`config.mk`:
```
export PLATFORM = sky130hd
export DESIGN_NAME = move_seq
export DESIGN_NICKNAME = d
export VERILOG_FILES = /design/src/rtl/move_seq_pkg.sv /design/src/rtl/move_seq_idx_onehot.sv /design/src/rtl/move_seq.sv
export SDC_FILE = /design/constraint.sdc
export NUM_CORES = 1
export LEC_CHECK = 0
export BUFFER_PORTS_ARGS = -buffer_cell sky130_fd_sc_hd__buf_2
export CAP_MARGIN = 15
export CORE_ASPECT_RATIO = 1.1
export CORE_MARGIN = 2
export CORE_UTILIZATION = 44
export DETAILED_ROUTE_END_ITERATION = 12
export GPL_ROUTABILITY_DRIVEN = 1
export PLACE_DENSITY = 0.78
export SLEW_MARGIN = 15
export SYNTH_ARGS = -nofsm -noshare
export SYNTH_HDL_FRONTEND = slang
export SYNTH_SLANG_ARGS = --single-unit
```
`constraint.sdc`:
```
create_clock -name clk -period 1.6 [get_ports clk]
set_input_delay 0.16 -clock clk [delete_from_list [all_inputs] [get_ports clk]]
set_output_delay 0.16 -clock clk [all_outputs]
set_load 0.05 [all_outputs]
```
`src/rtl/move_seq_pkg.sv`:
```
// Shared definitions for the register-move sequencer: instruction field layout,
// default opcodes and the controller state encoding.
package move_seq_pkg;

  localparam int OPC_MSB = 15;
  localparam int OPC_LSB = 12;
  localparam int DST_MSB = 11;
  localparam int DST_LSB = 6;
  localparam int SRC_MSB = 5;
  localparam int SRC_LSB = 0;
  localparam int IDX_W   = 6;

  localparam logic [3:0] OP_MOV_DEF  = 4'b0100;
  localparam logic [3:0] OP_XCHG_DEF = 4'b0101;

  // X1..X3 are only reachable when the exchange feature is built in.
  typedef enum logic [3:0] {
    ST_IDLE,
    ST_FETCH,
    ST_XFER,
    ST_DONE,
    ST_HOLD,
    ST_ERR,
    ST_X1,
    ST_X2,
    ST_X3
  } state_t;

endpackage

```
`src/rtl/move_seq_idx_onehot.sv`:
```
// Register index to one-hot enable decoder; index i drives bit NUM_REGS-1-i,
// out-of-range indices give all zeros and a cleared valid flag.
module idx_onehot
  import move_seq_pkg::*;
#(
  parameter int NUM_REGS = 5
) (
  input  logic [IDX_W-1:0]    i_idx,
  output logic [NUM_REGS-1:0] o_onehot,
  output logic                o_valid
);

  always_comb begin
    o_onehot = '0;
    for (int i = 0; i < NUM_REGS; i++) begin
      if (i_idx == IDX_W'(i)) o_onehot[NUM_REGS-1-i] = 1'b1;
    end
  end

  assign o_valid = (int'({26'd0, i_idx}) < NUM_REGS);

endmodule

```
`src/rtl/move_seq.sv`:
```
// Moore sequencer issuing one-hot bus enables for register MOV (and, with
// MOVE_SEQ_XCHG_EN defined, a three-step XCHG through a temp register).
module move_seq
  import move_seq_pkg::*;
#(
  parameter int         NUM_REGS = 5,
  parameter logic [3:0] OP_MOV   = OP_MOV_DEF,
  parameter logic [3:0] OP_XCHG  = OP_XCHG_DEF
) (
  input  logic                clk,
  input  logic                rst,
  input  logic [15:0]         instruction,
  output logic                done,
  output logic                pc_inc,
  output logic [NUM_REGS-1:0] rx_out,
  output logic [NUM_REGS-1:0] rx_in,
  output logic                tmp_ld,
  output logic                tmp_out,
  output logic                err
);

  state_t              r_state;
  state_t              w_next;
  logic [3:0]          r_op;
  logic [IDX_W-1:0]    r_dst;
  logic [IDX_W-1:0]    r_src;
  logic [3:0]          w_opc;
  logic                w_start;
  logic                w_is_xchg;
  logic [NUM_REGS-1:0] w_dst_oh;
  logic [NUM_REGS-1:0] w_src_oh;
  logic                w_dst_vld;
  logic                w_src_vld;

  assign w_opc = instruction[OPC_MSB:OPC_LSB];

`ifdef MOVE_SEQ_XCHG_EN
  assign w_start   = (w_opc == OP_MOV) || (w_opc == OP_XCHG);
  assign w_is_xchg = (r_op == OP_XCHG);
`else
  logic w_unused_xchg;
  assign w_unused_xchg = ^OP_XCHG;
  assign w_start       = (w_opc == OP_MOV);
  assign w_is_xchg     = 1'b0;
`endif

  idx_onehot #(.NUM_REGS(NUM_REGS)) u_dst_dec (
    .i_idx    (r_dst),
    .o_onehot (w_dst_oh),
    .o_valid  (w_dst_vld)
  );

  idx_onehot #(.NUM_REGS(NUM_REGS)) u_src_dec (
    .i_idx    (r_src),
    .o_onehot (w_src_oh),
    .o_valid  (w_src_vld)
  );

  // Operands are latched only on leaving IDLE so mid-operation field changes are ignored.
  always_ff @(posedge clk or negedge rst) begin
    if (!rst) begin
      r_state <= ST_IDLE;
      r_op    <= '0;
      r_dst   <= '0;
      r_src   <= '0;
    end else begin
      r_state <= w_next;
      if (r_state == ST_IDLE && w_start) begin
        r_op  <= w_opc;
        r_dst <= instruction[DST_MSB:DST_LSB];
        r_src <= instruction[SRC_MSB:SRC_LSB];
      end
    end
  end

  always_comb begin
    w_next = r_state;
    case (r_state)
      ST_IDLE:  if (w_start) w_next = ST_FETCH;
      ST_FETCH: begin
        if (!w_src_vld || !w_dst_vld) w_next = ST_ERR;
        else if (w_is_xchg)           w_next = ST_X1;
        else                          w_next = ST_XFER;
      end
      ST_XFER:  w_next = ST_DONE;
`ifdef MOVE_SEQ_XCHG_EN
      ST_X1:    w_next = ST_X2;
      ST_X2:    w_next = ST_X3;
      ST_X3:    w_next = ST_DONE;
`endif
      ST_DONE:  w_next = ST_HOLD;
      ST_ERR:   w_next = ST_HOLD;
      ST_HOLD:  w_next = ST_HOLD;
      default:  w_next = ST_IDLE;
    endcase
    // An opcode change aborts whatever is in flight.
    if (r_state != ST_IDLE && w_opc != r_op) w_next = ST_IDLE;
  end

  always_comb begin
    done    = 1'b0;
    pc_inc  = 1'b0;
    err     = 1'b0;
    tmp_ld  = 1'b0;
    tmp_out = 1'b0;
    rx_out  = '0;
    rx_in   = '0;
    case (r_state)
      ST_FETCH: pc_inc = 1'b1;
      ST_XFER: begin
        rx_out = w_src_oh;
        rx_in  = w_dst_oh;
      end
`ifdef MOVE_SEQ_XCHG_EN
      ST_X1: begin
        rx_out = w_src_oh;
        tmp_ld = 1'b1;
      end
      ST_X2: begin
        rx_out = w_dst_oh;
        rx_in  = w_src_oh;
      end
      ST_X3: begin
        tmp_out = 1'b1;
        rx_in   = w_dst_oh;
      end
`endif
      ST_DONE:  done = 1'b1;
      ST_ERR:   err  = 1'b1;
      default:  ;
    endcase
  end

endmodule

```
==> impl_metrics.csv <==
group,metric,value,unit
run_status,status,"finished, violations left",
run_status,violations,"negative setup slack",
logic_synthesis,synth_cell_types,25,
logic_synthesis,synth_top_family_by_area,"simple AND/OR/NAND/NOR gates",
finish,fin_cells,160,
critical_path,r2r_slack,-10,ps
clock_tree,ctsLongestPathBuffers,2,
drt,route.detailed.drc,0,
timing,fin_setup_tns,-3390,ps
clock_tree,cts_tree,"yes",
clock_tree,clk_latency,280,ps
drt,final_antenna_net_count,0,
placement,place_inst,154,
finish,layout.cells.most_common,"buf_2",
finish,most-common-layout-cells,"buf_2 (20), dfrtp_1 (19), mux2_2 (12)",
global_route,met3_usage,2.50,%
logic_synthesis,synth-edff-count,0,
global_route,grt_remaining_overflow,0,
power_and_ir_drop,ir_drop,683,uV
finish,nets,149,
logic_synthesis,yosysWarnings,0,
timing,fin_ws,-425,ps
logic_synthesis,synth-simple-area-share,26.0,%
logic_synthesis,yosys.area_share.adder,0,%
logic_synthesis,synth_xor_area_share,3.54,%
timing,finClkSkew,2.83,ps
drt,drt_pass1_iterations,4,
critical_path,path_class,"register to primary output",
floorplanning,die_area,2650,um^2
drt,wire_per_inst,12.7,um
global_route,grt_antenna_before_repair,0,
drt,vias,795,
global_route,grt.busiest_layer,"met2",
timing,grt_setup_unrepaired,"true",
logic_synthesis,synthCells,90,
clock_tree,cts_buffers,3,
logic_synthesis,syn_area_per_cell,11.0,um^2
logic_synthesis,ys_seq_elements,19,
critical_path,required,1440,ps
logic_synthesis,synthMuxAreaShare,13.6,%
logic_synthesis,synth.cell_area,991,um^2
floorplanning,die_h,53.8,um
timing,fin_hold_ws,99.5,ps
clock_tree,cts.clk_slew.worst_paths,100,ps
global_route,grt_start_max_net_pins,20,
finish,layout-drive-gt1-share,59.2,%
floorplanning,die_x,49.3,um
power_and_ir_drop,p_leak,0.671,nW
finish,utilization,66.8,%
timing,hold_violations,0,
global_route,grt_use_met1,20.5,%
drt,drtIter0Drc,9,
floorplanning,row_count,18,
finish,diodes,0,
placement,gp_congestion,0.745,
timing,period_share,127,%
placement,hpwlAfterDp,1420,um
logic_synthesis,synth_ff_type,"dfrtp_1",
timing,setup_viol,11,
run,max-cap-violations,0,
floorplanning,start_util,45.4,%
finish,area_growth_syn_to_layout,47.3,%
logic_synthesis,synthArstFlopShare,100,%
drt,detail_route.vias_per_cell,4.97,
clock_tree,clock_tree.root_cell,"clkbuf_4",
global_route,track_usage,15.9,%
floorplanning,core_area,2180,um^2
logic_synthesis,synth_seq_area_share,48.0,%
logic_synthesis,synth_compound_area_share,4.04,%
timing,fmax,0.494,GHz
timing,period_needed,2030,ps
clock_tree,htreeDepth,1,
global_route,grt_pass1_wl,3220,um
floorplanning,ios,33,
global_route,first_global_vias,733,
global_route,use_met2,27.5,%
placement,port_buffers,30,
power_and_ir_drop,power.density,786,nW/um^2
clock_tree,cts.sinks,19,
critical_path,path_max_fanout,5,
critical_path,crit_path_end_kind,"primary output",
drt,wirelength,2030,um
critical_path,crit_arrival,1870,ps
timing,finalMaxSlewViolations,0,
worst_hold_path,hold_class,"input port to register",
critical_path,startpoint_type,"register",
[critical path: stages, from the launching register on]
cell,delay [ps]
dfrtp_1,390
or3b_4,430
or3_4,380
nor3b_4,210
buf_6,180
[cell families (layout without fill, tap and decap cells)]
family	Yosys count	in the layout
flip-flops	19	19
multiplexers	12	12
AO/OA/AOI/OAI	7	7
other	1	2
XOR/XNOR	4	4
buffers and inverters	6	45
AND/OR/NAND/NOR	41	41
[metal layers]
| metal | share of wire [%] | vias to the layer above |
|---|---|---|
| li1 | - | 393 |
| met1 | 42 | 388 |
| met2 | 56 | 14 |
| met3 | 2.3 | 0 |
| met4 | 0 | 0 |
| met5 | 0 | - |
[Yosys cell counts, types with 2 or more instances]
cell type  instances  area (um^2)
o21ai_0            5         25.0
and3b_1            2         17.5
nor3_1             7         35.0
and3_1             2         12.5
nand2b_1           2         12.5
nand2_1            6         22.5
a211oi_1           2         15.0
buf_2              2         10.0
xnor2_1            4         35.0
nor2_1             7         26.3
nor3b_2            2         25.0
and2_1             3         18.8
or3_1              3         18.8
buf_4              3         22.5
dfrtp_1           19          475
mux2_2            12          135
[where the power goes]
group	switching (mW)	internal [mW]
sequential	0.109	0.552
clock	0.136	0.0927
combinational	0.105	0.153
total	0.349	0.798
[per-stage QoR]
stage	cell area, um^2	worst slack, ps	power, mW
floorplan	1080	-398	0.782
finish	1460	-425	1.15
detailed placement	1290	-252	0.873
global placement	1290	-188	0.858
global route	1460	-495	1.22
CTS	1430	-444	1.14
[timing repair]
| item | in CTS | in global routing |
|---|---|---|
| hold buffers | 1 | 0 |
| buffers inserted | 0 | 1 |
| resized for setup | 29 | 5 |
| hold endpoints to repair | 19 | 0 |
| endpoints found under the setup margin | 12 | 12 |
| cloned | 0 | 0 |
| pin swaps | 4 | 4 |
[area by class of cell]
class,instances,area [um^2]
Sequential cell,19,475
Clock buffer,3,22.5
Clock inverter,1,5.00
Tap cell,30,37.5
Timing Repair Buffer,41,322
Fill cell,186,724
Multi-Input combinational cell,66,598
[sequential cells by signal, indices dropped and copies added (netlist names)]
signal   count
r_op         4
r_dst        6
r_src        6
r_state      3
[path summary, 6_finish.rpt]
check | from | endpoint | depth (start not counted)
min in group asynchronous | rst | r_op[1] | 2
setup reg to reg | r_src[4] | r_state[1] | 5
hold reg to reg | r_op[2] | r_op[2] | 1
hold / removal | instruction[9] | r_dst[3] | 2
setup / recovery | r_state[0] | rx_in[2] | 4
max in group asynchronous | rst | r_state[0] | 2
No activity file was read; power rests on OpenSTA's default activity.
